<file path="src/rtl/handshake_rr_scheduler.sv">
// handshake_rr_scheduler: buffers one word per receiver channel and
// grants pending channels round-robin onto a single valid/ready output.
//
// Ports:
//   clk_fpga        system clock
//   reset           asynchronous, active-high reset
//   i_enable        allows new grants (a transfer in flight always completes)
//   i_ch_dado       packed channel words, channel k at [k*DATA_WIDTH +: DATA_WIDTH]
//   i_ch_pronto     per-channel one-cycle "new word" pulse
//   o_dado          granted word
//   o_canal         granted channel index
//   o_valid         o_dado/o_canal valid
//   i_ready         downstream accepts on o_valid && i_ready at an edge
//   o_overrun       sticky per-channel overrun flags
//   i_clr_overrun   clears all o_overrun bits
//   o_busy          transfer in flight or any slot pending
module handshake_rr_scheduler #(
  parameter  int N_CH       = 4,
  parameter  int DATA_WIDTH = 4,
  localparam int CH_W       = $clog2(N_CH)
) (
  input  logic                       clk_fpga,
  input  logic                       reset,
  input  logic                       i_enable,
  input  logic [N_CH*DATA_WIDTH-1:0] i_ch_dado,
  input  logic [N_CH-1:0]            i_ch_pronto,
  output logic [DATA_WIDTH-1:0]      o_dado,
  output logic [CH_W-1:0]            o_canal,
  output logic                       o_valid,
  input  logic                       i_ready,
  output logic [N_CH-1:0]            o_overrun,
  input  logic                       i_clr_overrun,
  output logic                       o_busy
);

  typedef enum logic {
    IDLE,
    SEND
  } state_t;

  state_t                state_q;
  state_t                state_d;
  logic [N_CH-1:0]       pend_q;
  logic [DATA_WIDTH-1:0] slot_q [N_CH];
  logic [CH_W-1:0]       rr_q;
  logic [CH_W-1:0]       rr_d;
  logic                  valid_d;
  logic [DATA_WIDTH-1:0] dado_d;
  logic [CH_W-1:0]       canal_d;

  logic                  drain;
  logic [N_CH-1:0]       drain_hit;
  logic [N_CH-1:0]       ovr_set;
  logic                  sel_found;
  logic [CH_W-1:0]       sel_idx;
  logic [CH_W-1:0]       cand;

  assign drain     = o_valid && i_ready;
  assign drain_hit = drain ? (N_CH'(1) << o_canal) : '0;

  // A slot being drained this edge frees up, so a pulse on it is
  // a legal capture rather than an overrun.
  assign ovr_set   = i_ch_pronto & pend_q & ~drain_hit;

  assign o_busy    = (state_q == SEND) || (|pend_q);

  // Rotating search starting at rr_q; first pending channel wins.
  always_comb begin
    sel_found = 1'b0;
    sel_idx   = '0;
    cand      = '0;
    for (int i = 0; i < N_CH; i++) begin
      cand = CH_W'((int'(rr_q) + i) % N_CH);
      if (!sel_found && pend_q[cand]) begin
        sel_found = 1'b1;
        sel_idx   = cand;
      end
    end
  end

  always_comb begin
    state_d = state_q;
    valid_d = o_valid;
    dado_d  = o_dado;
    canal_d = o_canal;
    rr_d    = rr_q;
    unique case (state_q)
      IDLE: begin
        valid_d = 1'b0;
        if (i_enable && sel_found) begin
          dado_d  = slot_q[sel_idx];
          canal_d = sel_idx;
          valid_d = 1'b1;
          state_d = SEND;
        end
      end
      SEND: begin
        if (i_ready) begin
          valid_d = 1'b0;
          state_d = IDLE;
          if (o_canal == CH_W'(N_CH - 1)) begin
            rr_d = '0;
          end else begin
            rr_d = o_canal + 1'b1;
          end
        end
      end
      default: begin
        state_d = IDLE;
        valid_d = 1'b0;
      end
    endcase
  end

  always_ff @(posedge clk_fpga or posedge reset) begin
    if (reset) begin
      state_q <= IDLE;
      o_valid <= 1'b0;
      o_dado  <= '0;
      o_canal <= '0;
      rr_q    <= '0;
    end else begin
      state_q <= state_d;
      o_valid <= valid_d;
      o_dado  <= dado_d;
      o_canal <= canal_d;
      rr_q    <= rr_d;
    end
  end

  always_ff @(posedge clk_fpga or posedge reset) begin
    if (reset) begin
      pend_q <= '0;
      for (int k = 0; k < N_CH; k++) begin
        slot_q[k] <= '0;
      end
    end else begin
      for (int k = 0; k < N_CH; k++) begin
        if (i_ch_pronto[k] && (!pend_q[k] || drain_hit[k])) begin
          slot_q[k] <= i_ch_dado[k*DATA_WIDTH +: DATA_WIDTH];
          pend_q[k] <= 1'b1;
        end else if (drain_hit[k]) begin
          pend_q[k] <= 1'b0;
        end
      end
    end
  end

  // A fresh overrun on the clearing edge keeps its bit set.
  always_ff @(posedge clk_fpga or posedge reset) begin
    if (reset) begin
      o_overrun <= '0;
    end else begin
      o_overrun <= (i_clr_overrun ? '0 : o_overrun) | ovr_set;
    end
  end

endmodule

</file>
<file path="config.mk">
export PLATFORM = sky130hd
export DESIGN_NAME = handshake_rr_scheduler
export DESIGN_NICKNAME = d
export VERILOG_FILES = /design/src/rtl/handshake_rr_scheduler.sv
export SDC_FILE = /design/constraint.sdc
export NUM_CORES = 1
export LEC_CHECK = 0
export CORE_MARGIN = 2
export CORE_UTILIZATION = 34
export CTS_CLUSTER_DIAMETER = 200
export DETAILED_ROUTE_END_ITERATION = 6
export DONT_BUFFER_PORTS = 1
export PLACE_DENSITY = 0.46
export REMOVE_ABC_BUFFERS = 1
export SLEW_MARGIN = 20
export SYNTH_ARGS = -nofsm -noshare
export SYNTH_HDL_FRONTEND = slang
export SYNTH_SLANG_ARGS = --single-unit
</file>
<file path="constraint.sdc">
create_clock -name clk_fpga -period 5.2 [get_ports clk_fpga]
set_input_delay 0.52 -clock clk_fpga [delete_from_list [all_inputs] [get_ports clk_fpga]]
set_output_delay 0.52 -clock clk_fpga [all_outputs]
set_load 0.01 [all_outputs]
</file>
* After elaboration in Yosys (flattened, before gate mapping)
Cells that the tools add are included.
** Storage, ports and cells
- Word-level logic and storage cells :: 95
- Output and inout port bits :: 12
- Register bits :: 34
** Cells by class
- Shifts and indexed selects :: 1
- Reductions and logical operators :: 28
- $add $sub $neg :: 4
- Multiplexer cells :: 35
- Magnitude comparators :: 5
- Bitwise logic cells :: 6
- Eq/ne operators :: 2
** Operators with widths (count)
- 1-bit 2-to-1 mux :: 19
- 4-bit 2-to-1 mux :: 4
- 2-bit by 3-bit < comparator with 1-bit output (second input constant) :: 4
- 2-bit 2-to-1 mux :: 5
- 1-bit logical AND :: 9
- 4-bit AND :: 2
- 1-bit binary-select mux with 2-bit select :: 4
- 4-bit binary-select mux with 2-bit select :: 1
- 2-bit nonzero test :: 4
- 1-bit logical NOT :: 7
- 1-bit logical OR :: 5
- 2-bit by 1-bit adder with 2-bit output (second input constant) :: 2
- 2-bit adder (second input constant) :: 2
- 4-bit inverter :: 1
- 4-bit bitwise OR :: 1
- 1-bit one-hot mux with 2 select lines :: 2
- 2-bit AND reduction :: 2
- 4-bit OR reduction :: 1
- 1-bit by 2-bit << shifter with 4-bit output (first input constant) :: 1
- 3-bit >= comparator (second input constant) :: 1
- 2-bit inverter with 3-bit output :: 1
- 2-bit == test (second input constant) :: 1
- 2-bit != test (second input constant) :: 1
- 1-bit inverter :: 1

* Logic depth before layout (Yosys ltp)
Gate-level depths: netlist of the first run.
- Depth after elaboration :: 16
- Mapped depth :: 7
- Gate-level depth less buffers :: 5

* Worst setup path after synthesis of the first run
OpenSTA, ideal clock, no wires.
- Path type :: register -> register
- From :: register rr_q[1]
- To :: register o_dado[0]
- Path buffers :: 0
- Cell stages (with the launch flop) :: 6
- Slack :: 3.473 ns
- Data arrival time :: 1.601 ns
- Library setup time :: 0.126 ns
- Cells stage by stage :: dfrtp_1 mux2i_1 o22ai_2 nor2_2 mux2_1 a221o_1
** On the way
- Cells in the longest elaborated chain, start to end :: 16
- Elaborated cells between the ends (all ways) :: 31
- Those cells by class :: add/sub: 3; mux: 19; bitwise: 1; reduce/logical: 8
** RTL lines
- start, declared :: RTL line 45 : logic [CH_W-1:0] rr_q;
- start signal, assigned :: RTL line 127 : rr_q <= rr_d;
- branches (longest 16 deep; another with 2-bit by 1-bit adder with 2-bit output)
- end signal, assigned :: RTL line 125 : o_dado <= dado_d;
- end, declared :: RTL line 27 : output logic [DATA_WIDTH-1:0] o_dado,
Parallel ways; which one is timed is not known. The select of a mux whose other input is x is not followed.
A chain may end at the register's enable or synchronous reset.

* Final worst setup path of the first run
- From :: register pend_q[3]
- To :: register o_dado[1]
** On the way
- Cells in the longest elaborated chain, start to end :: 16
- Elaborated cells between the ends (all ways) :: 28
- Those cells by class :: mux: 19; bitwise: 1; reduce/logical: 8
** RTL lines
- start, declared :: RTL line 43 : logic [N_CH-1:0] pend_q;
- start signal, assigned :: RTL line 133 : pend_q <= '0;
- start signal, assigned by index :: RTL line 141 : pend_q[k] <= 1'b1;
- start signal, assigned by index :: RTL line 143 : pend_q[k] <= 1'b0;
- 1-bit binary-select mux with 2-bit select :: RTL line 74 : if (!sel_found && pend_q[cand]) begin
- 1-bit 2-to-1 mux (not written as such) :: RTL line 74
- 1-bit 2-to-1 mux :: RTL line 74
- 1-bit logical NOT :: RTL line 74
- 1-bit logical AND :: RTL line 74
- 1-bit 2-to-1 mux :: RTL line 74
- 1-bit logical NOT :: RTL line 74
- 1-bit logical AND :: RTL line 74
- 1-bit 2-to-1 mux :: RTL line 74
- 1-bit logical NOT :: RTL line 74
- 1-bit logical AND :: RTL line 74
- 2-bit 2-to-1 mux :: RTL line 74
- 2-bit inverter with 3-bit output (not written as such) :: RTL line 91 : dado_d = slot_q[sel_idx];
- 4-bit binary-select mux with 2-bit select :: RTL line 91
- 4-bit 2-to-1 mux (not written as such) (2 in series) :: RTL line 91
Several ways; a longest one is shown, not always the timed one. The select of a mux whose other input is x is not followed.

==> flow_metrics.py, run 1 <==
metrics = {
    "sta": {
        "min_period_ps": 2070,
        "drv_slew": 0,
        "finalHoldViolCount": 0,
        "worstMarginPinSlew_ps": 535,
        "fin_skew_ps": 5.07,
        "grt_setup_unrepaired": "no",
        "final.period_utilization": 0.399,
        "setup_ws_ps": 3130,
        "setup_tns_ps": 0,
        "slew-limit-headroom": 0.643,
        "timing.fmax_ghz": 0.482,
        "setup_viol": 0,
    },
    "finish": {
        "final_cell_count_no_fill": 199,
        "area_growth_pct": 7.46,
        "design_area_mm2": 0.00175,
        "num-nets-final": 174,
        "antenna_cells": 0,
        "nFillCells": 466,
        "drive_gt1_frac": 0.207,
        "fin_util": 0.375,
    },
    "yosys": {
        "async_reset_ff_frac": 1.00,
        "synth.largest_area_cell": "dfrtp_1",
        "ys_types": 32,
        "synth_ff_type": "dfrtp_1",
        "ys_ff_latch": 34,
        "syn_avg_cell_area_um2": 11.6,
        "ys_top_cells_by_area": "dfrtp_1, mux2_2, nand2_1",
        "synth.top_cell.area_share": 0.523,
        "yosysMostFrequentCell": "dfrtp_1",
        "yosysWarningCount": 0,
        "syn_area_mm2": 0.00163,
        "synth_edf_count": 0,
        "synth.top_cells.by_count": "dfrtp_1, mux2_2, nand2_1",
        "ys_seq_area_frac": 0.523,
        "postSynthCellCount": 140,
    },
    "routing": {
        "ant_nets": 0,
        "drt-initial-drc-count": 71,
        "via_count": 1062,
        "viasPerCell": 5.34,
        "wirelength_um": 3380,
        "firstDrtPassIters": 4,
        "wl_per_cell_um": 17.0,
        "drc": 0,
    },
    "clock_network": {
        "ctsHtreeMaxLevel": 2,
        "clock_path_buffers": 2,
        "cts_root_buffer": "clkbuf_8",
        "clock_latency_ps": 280,
        "cts.sinks": 34,
        "cts_tree": "yes",
        "clk_pin_slew_ps": 60,
        "cts_hold_buffers": 0,
        "cts_resized": 0,
        "cts-buffers-inserted": 5,
        "postCtsSetupBuffers": 0,
    },
    "placement": {
        "place_ws_ps": 3110,
        "detailed_place_hpwl_um": 2570,
        "io_buffers": 0,
        "place_inst": 192,
        "place_area_mm2": 0.00167,
        "place_congestion": 0.836,
    },
    "setup_path": {
        "required_ps": 5360,
        "endpoint": "o_dado[1]",
        "endpoint_kind": "register",
        "rrSetupSlack_ps": 3130,
        "critical_path_class": "register to register",
        "crit_arrival_ps": 2230,
        "start_kind": "register",
        "crit_fanout": 14,
        "reg2reg_depth": 5,
        "startpoint": "pend_q[3]",
        "r2r_start": "pend_q[3]",
        "rr_endpoint": "o_dado[1]",
    },
    "grt": {
        "antenna_found_initial": 0,
        "grt_use_total": 0.141,
        "grt_pass1_wl_um": 5500,
        "grt_pass1_vias": 1117,
        "grt_max_degree": 35,
        "overflow": 0,
    },
    "floorplan": {
        "initial_core_util": 0.349,
        "rows": 25,
        "die_x_um": 73.2,
        "dieArea_mm2": 0.00536,
        "core_area_mm2": 0.00466,
        "io_pins": 37,
        "die_h_um": 73.2,
    },
    "hold_path": {
        "hold_path_class": "input pin to asynchronous set/reset pin",
    },
    "pwr": {
        "p_leak_nw": 0.777,
        "ir_drop_mv": 0.190,
        "powerDensity_mw_per_mm2": 519,
    },
    "run": {
        "max_cap_viol_count": 0,
    },
    "run_status": {
        "outcome": "finished clean",
    },
}
==> how the worst min path moves through the flow <==
| stage | end | slack, ps | depth (start not counted) |
|---|---|---|---|
| floorplan | slot_q[13] | 470 | 1 |
| global placement | slot_q[4] | 500 | 1 |
| detailed placement | slot_q[15] | 500 | 1 |
| CTS | rr_q[1] | 240 | 2 |
| global route | slot_q[11] | 250 | 2 |
| finish | slot_q[11] | 220 | 2 |
==> flip-flops by register name, indices dropped and copies added, names as in the netlist <==
register,flops
pend_q,4
state_q,1
rr_q,2
o_dado,4
o_canal,2
o_overrun,4
slot_q,16
o_valid,1
==> power by group <==
part / internal [W] / switching [W] / leakage (nW)
registers: 0.000366 / 0.0000981 / 0.397
clock network: 0.0000920 / 0.0000855 / 0.0383
logic: 0.000139 / 0.000127 / 0.341
total: 0.000598 / 0.000311 / 0.777
==> cell type report <==
class	count	area, um^2	area share
inverter	13	48.8	0.0279
sequential	34	851	0.486
tap	54	67.6	0.0386
timing repair buffer	1	7.51	0.00429
multi-input combinational	90	698	0.399
clock buffer	7	76.3	0.0436
==> worst max-delay path, cell delays in order, from the launching register on <==
cell and delay [ps]:
dfrtp_1 490, nor4_1 380, or3b_1 520, nor3_4 130, a21boi_2 180, a221o_1 260
==> through the flow <==
step                      hold WS [ps]  power (W)
after global routing               249   0.000978
final                              219   0.000908
after detailed placement           496   0.000740
after CTS                          238   0.000924
after global placement             496   0.000729
after floorplan                    473   0.000664
==> per-layer routing <==
metal | GRT usage | wire length [um] | up-vias
met4 | 0.0556 | 56 | 0
met2 | 0.211 | 1600 | 34
met1 | 0.177 | 1460 | 514
li1 | - | - | 507
met3 | 0.0663 | 267 | 7
met5 | 0 | 0 | -
==> cell usage in the layout (no fill, tap or decap), drive strengths merged, types with 3 or more instances in the layout <==
master	count
mux2	21
a211oi	3
nor2	3
a221o	4
nand2	14
clkbuf	7
ha	4
o21ai	5
dfrtp	34
a21oi	7
nand3	8
o22ai	5
inv	13
==> kinds of logic (layout without fill, tap and decap cells) <==
kind of cell,count (synthesis),in the layout,share of synthesized area
flops,34,34,0.523
compound gates,31,31,0.141
mux,22,22,0.151
fa+ha+maj,4,4,0.0307
simple gates,33,33,0.105
buf+inv,16,21,0.0484
(Power assumes the default switching activity.)
==> run 2, diff against run 1 <==
--- a/config.mk
+++ b/config.mk
@@ -10,7 +10,7 @@
 export CTS_CLUSTER_DIAMETER = 200
 export DETAILED_ROUTE_END_ITERATION = 6
 export DONT_BUFFER_PORTS = 1
-export PLACE_DENSITY = 0.46
+export PLACE_DENSITY = 0.48
 export REMOVE_ABC_BUFFERS = 1
 export SLEW_MARGIN = 20
 export SYNTH_ARGS = -nofsm -noshare
==> constraint.sdc (replaced) <==
create_clock -name clk_fpga -period 1.85 [get_ports clk_fpga]
set_input_delay 0.185 -clock clk_fpga [delete_from_list [all_inputs] [get_ports clk_fpga]]
set_output_delay 0.185 -clock clk_fpga [all_outputs]
set_load 0.01 [all_outputs]
==> flow_metrics.py, run 2 (same netlist as run 1, synthesis figures left out) <==
metrics = {
    "sta": {
        "setup_viol": 0,
        "fin_skew_ps": 9.54,
        "drv_slew": 0,
        "worstMarginPinSlew_ps": 433,
        "setup_ws_ps": 83.6,
        "min_period_ps": 1770,
        "timing.fmax_ghz": 0.566,
        "final.period_utilization": 0.955,
        "slew-limit-headroom": 0.711,
        "finalHoldViolCount": 0,
    },
    "hold_path": {
        "holdPathStages": 2,
        "min-delay-start": "i_ch_pronto[2]",
        "min_to": "pend_q[2]",
        "hold_path_class": "input pin to register",
    },
    "floorplan": {
        "dieArea_mm2": 0.00536,
        "rows": 25,
        "initial_core_util": 0.349,
        "die_x_um": 73.2,
        "core_area_mm2": 0.00466,
        "io_pins": 37,
        "die_h_um": 73.2,
    },
    "routing": {
        "wirelength_um": 3690,
        "wl_per_cell_um": 17.1,
        "drc": 0,
        "drt-initial-drc-count": 43,
        "viasPerCell": 5.27,
        "firstDrtPassIters": 4,
        "ant_nets": 0,
        "via_count": 1133,
    },
    "pwr": {
        "power_frac_comb": 0.308,
        "clkPwrFrac": 0.233,
        "p_leak_nw": 0.866,
        "seqPwrFrac": 0.459,
        "powerDensity_mw_per_mm2": 1460,
        "power.internal_w": 0.00189,
        "switchingPower_w": 0.000935,
        "ir_drop_mv": 0.572,
        "swShare": 0.331,
    },
    "setup_path": {
        "slowest_stage": "dfrtp_1",
        "endpoint_kind": "register",
        "reg2reg_depth": 6,
        "slowest_delay_ps": 430,
        "required_ps": 2010,
        "crit_arrival_ps": 1930,
        "crit_fanout": 5,
        "rr_endpoint": "o_dado[1]",
        "path_cells": "buf_4 -> nor2b_1 -> a311oi_2 -> nor3_4 -> a21boi_2 -> a221o_1",
        "rrSetupSlack_ps": 80,
        "r2r_start": "pend_q[2]",
        "critical_path_class": "register to register",
        "start_kind": "register",
        "crit_family": "compound AO/OA/AOI/OAI gates",
        "worstPathBufferInverterCount": 1,
    },
    "grt": {
        "grt_pass1_vias": 1181,
        "antenna_found_initial": 0,
        "overflow": 0,
        "grt_use_total": 0.156,
        "grt_max_degree": 35,
        "grt_pass1_wl_um": 6040,
    },
    "placement": {
        "io_buffers": 0,
        "place_ws_ps": -24.1,
        "place_inst": 203,
        "detailed_place_hpwl_um": 2800,
        "place_congestion": 0.855,
    },
    "finish": {
        "area_growth_pct": 18.7,
        "final_cell_count_no_fill": 215,
        "layout_common_cells": "dfrtp_1, mux2_2, nand2_1, inv_1, buf_4",
        "fin_util": 0.414,
        "top_register": "slot_q",
        "drive_gt1_frac": 0.311,
        "antenna_cells": 0,
        "num-nets-final": 189,
        "largest_reg_flops": 16,
        "final_common_cell": "dfrtp_1",
    },
    "clock_network": {
        "cts-buffers-inserted": 5,
        "clock_latency_ps": 280,
        "ctsHtreeMaxLevel": 2,
        "cts_tree": "yes",
        "clk_pin_slew_ps": 70,
        "cts_root_buffer": "clkbuf_8",
        "cts.sinks": 34,
        "clock_path_buffers": 2,
    },
    "run": {
        "max_cap_viol_count": 0,
    },
    "run_status": {
        "outcome": "finished clean",
    },
}
run 2: changes by cell type in the layout (fill, tap and decap cells not counted), moves of 2 or more:
| cell | before | now |
|---|---|---|
| clkinv_2 | 0 | 2 |
| dlygate4sd3_1 | 0 | 3 |
| buf_4 | 1 | 13 |
| clkbuf_1 | 2 | 0 |
run 2: metal layers:
layer | up-vias | global-route usage | wire length [um]
li1 | 543 | - | -
met1 | 556 | 0.195 | 1560
met2 | 29 | 0.250 | 1850
met3 | 5 | 0.0566 | 239
met4 | 0 | 0.0494 | 35
met5 | - | 0 | 0
run 2: power by group through the flow:
stage | registers, W | logic (W) | clock network (W)
floorplan | 0.00123 | 0.000638 | 0
finish | 0.00130 | 0.000871 | 0.000659
CTS | 0.00130 | 0.000872 | 0.000683
detailed placement | 0.00131 | 0.000846 | 0
global route | 0.00135 | 0.000980 | 0.000726
global placement | 0.00130 | 0.000814 | 0
run 2: final cells by class:
type	instances	area (um^2)
Fill cell	457	2730
Inverter	13	48.8
Sequential cell	34	852
Clock buffer	5	68.8
Clock inverter	3	40.0
Multi-Input combinational cell	90	727
Timing Repair Buffer	16	128
Tap cell	54	67.6
run 2: worst max-delay path by stage:
stage,start,depth (start not counted),end,slack (ps)
after floorplan,pend_q[3],5,o_dado[1],100
after global placement,pend_q[0],5,o_dado[1],8
after global routing,pend_q[2],6,o_dado[1],-0.6
after CTS,rr_q[1],5,o_dado[3],50
final,pend_q[2],6,o_dado[1],80
after detailed placement,pend_q[0],5,o_dado[1],-20
run 2: per-stage QoR:
stage	hold WS (ps)	total power (W)	cell area (um^2)	setup TNS [ps]
floorplan	284	0.00186	1600	0
global placement	196	0.00212	1760	0
detailed placement	199	0.00216	1760	-24.1
CTS	21.9	0.00285	1900	0
global route	24.3	0.00306	1930	-0.562
finish	29.5	0.00283	1930	0
run 2: repair_timing:
action / 4_1_cts / 5_1_grt
endpoints found under the hold margin: 39 / 0
buffers inserted: 0 / 1
resized for setup: 2 / 5
cloned: 0 / 0
pin swaps: 0 / 0
endpoints found under the setup margin: 2 / 5
hold buffers: 3 / 0
==> run 3, diff against run 2 <==
--- a/config.mk
+++ b/config.mk
@@ -10,7 +10,7 @@
 export CTS_CLUSTER_DIAMETER = 200
 export DETAILED_ROUTE_END_ITERATION = 6
 export DONT_BUFFER_PORTS = 1
-export PLACE_DENSITY = 0.48
+export PLACE_DENSITY = 0.53
 export REMOVE_ABC_BUFFERS = 1
 export SLEW_MARGIN = 20
 export SYNTH_ARGS = -nofsm -noshare
==> flow_metrics.py, run 3 (same netlist as run 1, synthesis figures left out) <==
metrics = {
    "sta": {
        "fin_skew_ps": 7.92,
        "setup_viol": 0,
        "setup_ws_ps": 77.7,
        "worstMarginPinSlew_ps": 442,
        "setup_tns_ps": 0,
        "timing.fmax_ghz": 0.564,
        "slew-limit-headroom": 0.705,
        "min_period_ps": 1770,
        "final.period_utilization": 0.958,
        "drv_slew": 0,
        "finalHoldViolCount": 0,
    },
    "routing": {
        "viasPerCell": 5.31,
        "met1_length_um": 1480,
        "wirelength_um": 3520,
        "wl_met2_um": 1760,
        "firstDrtPassIters": 4,
        "drt-initial-drc-count": 25,
        "wl_met3_um": 220,
        "highest_layer": "met4",
        "wl_per_cell_um": 16.5,
        "ant_nets": 0,
        "via_count": 1131,
        "drc": 0,
    },
    "finish": {
        "drive_gt1_frac": 0.302,
        "antenna_cells": 0,
        "top_register": "slot_q",
        "layout_common_cells": "dfrtp_1, mux2_2, nand2_1, inv_1, buf_4",
        "largest_reg_flops": 16,
        "seqCellArea_um2": 855,
        "num-nets-final": 187,
        "design_area_mm2": 0.00189,
        "multi_input_area_um2": 713,
        "area_growth_pct": 15.8,
        "final_common_cell": "dfrtp_1",
        "nFillCells": 463,
    },
    "clock_network": {
        "clk_pin_slew_ps": 70,
        "ctsHtreeMaxLevel": 2,
        "cts_root_buffer": "clkbuf_8",
        "postCtsSetupBuffers": 0,
        "clock_latency_ps": 280,
        "clock_path_buffers": 2,
        "cts_tree": "yes",
        "cts-buffers-inserted": 5,
        "cts.sinks": 34,
    },
    "setup_path": {
        "worstPathBufferInverterCount": 0,
        "crit_fanout": 5,
        "r2r_start": "rr_q[1]",
        "startpoint": "rr_q[1]",
        "start_kind": "register",
        "slowest_delay_ps": 440,
        "reg2reg_depth": 5,
        "crit_family": "compound AO/OA/AOI/OAI gates",
        "crit_cells": 5,
        "rr_endpoint": "o_dado[0]",
        "critical_path_class": "register to register",
        "crit_arrival_ps": 1940,
        "rrSetupSlack_ps": 80,
        "slowest_stage": "dfrtp_2",
        "path_cells": "nand2b_1 -> a21oi_2 -> nor2_4 -> mux2_1 -> a221o_1",
        "endpoint_kind": "register",
        "required_ps": 2010,
    },
    "grt": {
        "grt_pass1_vias": 1212,
        "grt_pass1_wl_um": 5880,
        "grt_max_degree": 35,
        "grt_use_total": 0.149,
        "overflow": 0,
        "antenna_found_initial": 0,
    },
    "floorplan": {
        "io_pins": 37,
        "die_x_um": 73.2,
        "dieArea_mm2": 0.00536,
        "initial_core_util": 0.349,
        "die_h_um": 73.2,
        "core_area_mm2": 0.00466,
        "rows": 25,
    },
    "hold_path": {
        "min-delay-start": "i_clr_overrun",
        "min_to": "o_overrun[1]",
        "hold_path_class": "input pin to register",
        "holdPathStages": 1,
    },
    "pwr": {
        "p_leak_nw": 0.847,
        "ir_drop_mv": 0.579,
        "powerDensity_mw_per_mm2": 1420,
        "power.total_w": 0.00267,
    },
    "placement": {
        "place_area_mm2": 0.00176,
        "place_congestion": 0.932,
        "place_ws_ps": 15.2,
        "io_buffers": 0,
        "detailed_place_hpwl_um": 2700,
    },
    "run": {
        "max_cap_viol_count": 0,
    },
    "run_status": {
        "outcome": "finished clean",
    },
}
-- run 3: per-layer routing --
metal | vias to the layer above | GRT usage
li1 | 539 | -
met1 | 561 | 0.173
met2 | 25 | 0.248
met3 | 6 | 0.0594
met4 | 0 | 0.0556
met5 | - | 0
-- run 3: layout make-up --
class | count | share of cell area
Clock buffer | 7 | 0.0458
Clock inverter | 1 | 0.00265
Inverter | 13 | 0.0259
Multi-Input combinational cell | 90 | 0.378
Sequential cell | 34 | 0.453
Tap cell | 54 | 0.0358
Timing Repair Buffer | 14 | 0.0584
-- run 3: what timing repair did --
item                                    in CTS  in global routing
resized for setup                            1                  5
endpoints found under the setup margin       2                  4
pin swaps                                    0                  1
hold endpoints to repair                    37                  0
hold buffers                                 2                  0
-- run 3: through the flow --
step | hold WS [ps] | cells | util
2_1_floorplan | 284 | 137 | -
3_3_place_gp | 191 | 203 | 0.377
3_5_place_dp | 204 | 203 | 0.377
4_1_cts | 6.62 | 213 | 0.402
5_1_grt | 5.93 | 213 | 0.405
6_report | 12.0 | 213 | 0.405
-- run 3: how the worst max path moves through the flow --
stage / slack [ps] / end
after detailed placement: 20 / o_dado[0]
after global routing: -40 / o_dado[1]
after CTS: 20 / o_dado[1]
after global placement: 50 / o_dado[1]
after floorplan: 100 / o_dado[1]
final: 80 / o_dado[0]
-- run 3: report_power, final --
part           internal [W]  total (W)  leakage (nW)  switching [W]
clock              0.000300   0.000552        0.0482       0.000252
combinational      0.000444   0.000821         0.403       0.000377
sequential          0.00103    0.00130         0.395       0.000269
total               0.00178    0.00267         0.847       0.000898
==> edit: new RTL, flow settings as in run 1 <==
Register the output `o_overrun` once more, cleared by the reset; this adds one clock of latency there. The other outputs are not delayed to match.
--- a/src/rtl/handshake_rr_scheduler.sv
+++ b/src/rtl/handshake_rr_scheduler.sv
@@ -37,6 +37,8 @@
     IDLE,
     SEND
   } state_t;
+
+  logic [N_CH-1:0] o_overrun_s0;
 
   state_t                state_q;
   state_t                state_d;
@@ -149,9 +151,17 @@
   // A fresh overrun on the clearing edge keeps its bit set.
   always_ff @(posedge clk_fpga or posedge reset) begin
     if (reset) begin
+      o_overrun_s0 <= '0;
+    end else begin
+      o_overrun_s0 <= (i_clr_overrun ? '0 : o_overrun_s0) | ovr_set;
+    end
+  end
+
+  always_ff @(posedge clk_fpga or posedge reset) begin
+    if (reset) begin
       o_overrun <= '0;
     end else begin
-      o_overrun <= (i_clr_overrun ? '0 : o_overrun) | ovr_set;
+      o_overrun <= o_overrun_s0;
     end
   end
 
Behaviour: not the same (Yosys sat finds a counterexample within 4 cycles, from zero or initial values and one cycle with reset high).
==> edit against run 1 <==
  * Sequential share of layout area is 1.3 points higher
  * Via count is 0.94% lower
  * Synthesized area is 3.2% higher
  * Maximum frequency is 1.5% higher
  * Final cell count is 6.5% higher
  * Die area is 3.0% higher
  * Wire length is 0.12% higher
  * Total power is 20% higher
  * Setup slack better by 0.032 ns
  * Sequential cell count is 4 higher
  * Design area is 8.8% higher
  * Largest cell class unchanged
  * Largest power group unchanged
  * Highest routed layer unchanged
==> edit: results (changes against run 1) <==
Comb power=0.280 mW (was 0.266 mW); DR WL met2=1650 um (was 1600 um); post-synth cell types=23 (was 32); Seq. cell area=951 um^2 (was 851 um^2); multi-input logic portion of the cell area=0.354 (was 0.399); area grow syn2layout=13.3% (was 7.46%); WHS=0.234 ns (was 0.219 ns); non-filler instance count after layout=212 (was 199); met3 usage=0.0623 (was 0.0663); Placer Congestion=0.737 (was 0.836); Final Skew=0.00606 ns (was 0.00507 ns); drt via density=4.96 (was 5.34); largest net degree at the start of global routing=39 (was 35); met1 usage=0.165 (was 0.177); switch share=0.305 (was 0.342); flop2flop setup slack=3.16 ns (was 3.13 ns); worst endpoint data arrival time=2.25 ns (was 2.23 ns); status=completed (unchanged); M2 GR Usage=0.216 (was 0.211); P_seq=0.502 mW (was 0.465 mW); drt total wl=3390 um (was 3380 um); register area share after synthesis=0.566 (was 0.523); Worst path slowest cell=or4_4 (was or3b_1); # nets final=173 (was 174); clk_buf instances=6 (was 7); fraction of layout cells with a size suffix above 1=0.221 (was 0.207); relative slew slack=0.494 (was 0.643); Multi-In Gates=86 (was 90); Max VDD drop=200 uV (was 190 uV); top cells by area, synth=dfrtp_1 (57%), mux2_2 (12%), mux2i_1 (4.8%) (was dfrtp_1 (52%), mux2_2 (12%), nand2_1 (3.2%)); vias in the first global route=1077 (was 1117); Synth top cells by count=dfrtp_1 (38), mux2_2 (18), nand2_1 (17), inv_1 (12), mux2i_1 (8) (was dfrtp_1 (34), mux2_2 (17), nand2_1 (14), inv_1 (13), nand3_1 (8)); Final min period=2.04 ns (was 2.07 ns); 1st-iter DRT viols=40 (was 71); Inst Count DP=204 (was 192); Leak=0.854 nW (was 0.777 nW); crit-path max FO=9 (was 14); Tot GR Track Use=0.136 (was 0.141); first-pass GRT wire length=5410 um (was 5500 um); Synth top area share=0.566 (was 0.523); FF+latch count, synth=38 (was 34); routed wl met3=234 um (was 267 um); Clock buf/inv share=0.0750 (was 0.0436); chip width=74.3 um (was 73.2 um); NonClk Buf Share=0.00394 (was 0.00429); HPWL Detailed=2570 um (about the same)
## edit: cell count changes in the layout (fill, tap and decap cells not counted), moves of 3 or more
cell | before | now
mux2_1 | 4 | 0
mux2i_1 | 1 | 8
dfrtp_1 | 34 | 38
a221o_1 | 4 | 0
nand2_1 | 14 | 17
o221ai_1 | 0 | 3
a211oi_1 | 3 | 0
## edit: worst paths after layout
kind | start | endpoint | depth (start not counted)
min reg2reg | o_overrun_s0[3] | o_overrun[3] | 0
max | pend_q[3] | o_dado[3] | 4
min | reset | slot_q[15] | 2
max in group asynchronous | reset | rr_q[0] | 2
min in group clk_fpga | i_clr_overrun | o_overrun_s0[0] | 1
max reg2reg | pend_q[3] | o_dado[3] | 4
## edit: kinds of logic (layout without fill, tap and decap cells)
logic type,count (synthesis),in the layout,synth area share
DFF,38,38,0.566
muxes,26,26,0.168
buffers and inverters,13,21,0.0335
AOI/OAI and AO/OA,22,22,0.0938
and+or+nand+nor,34,34,0.109
adders and majority gates,4,4,0.0298
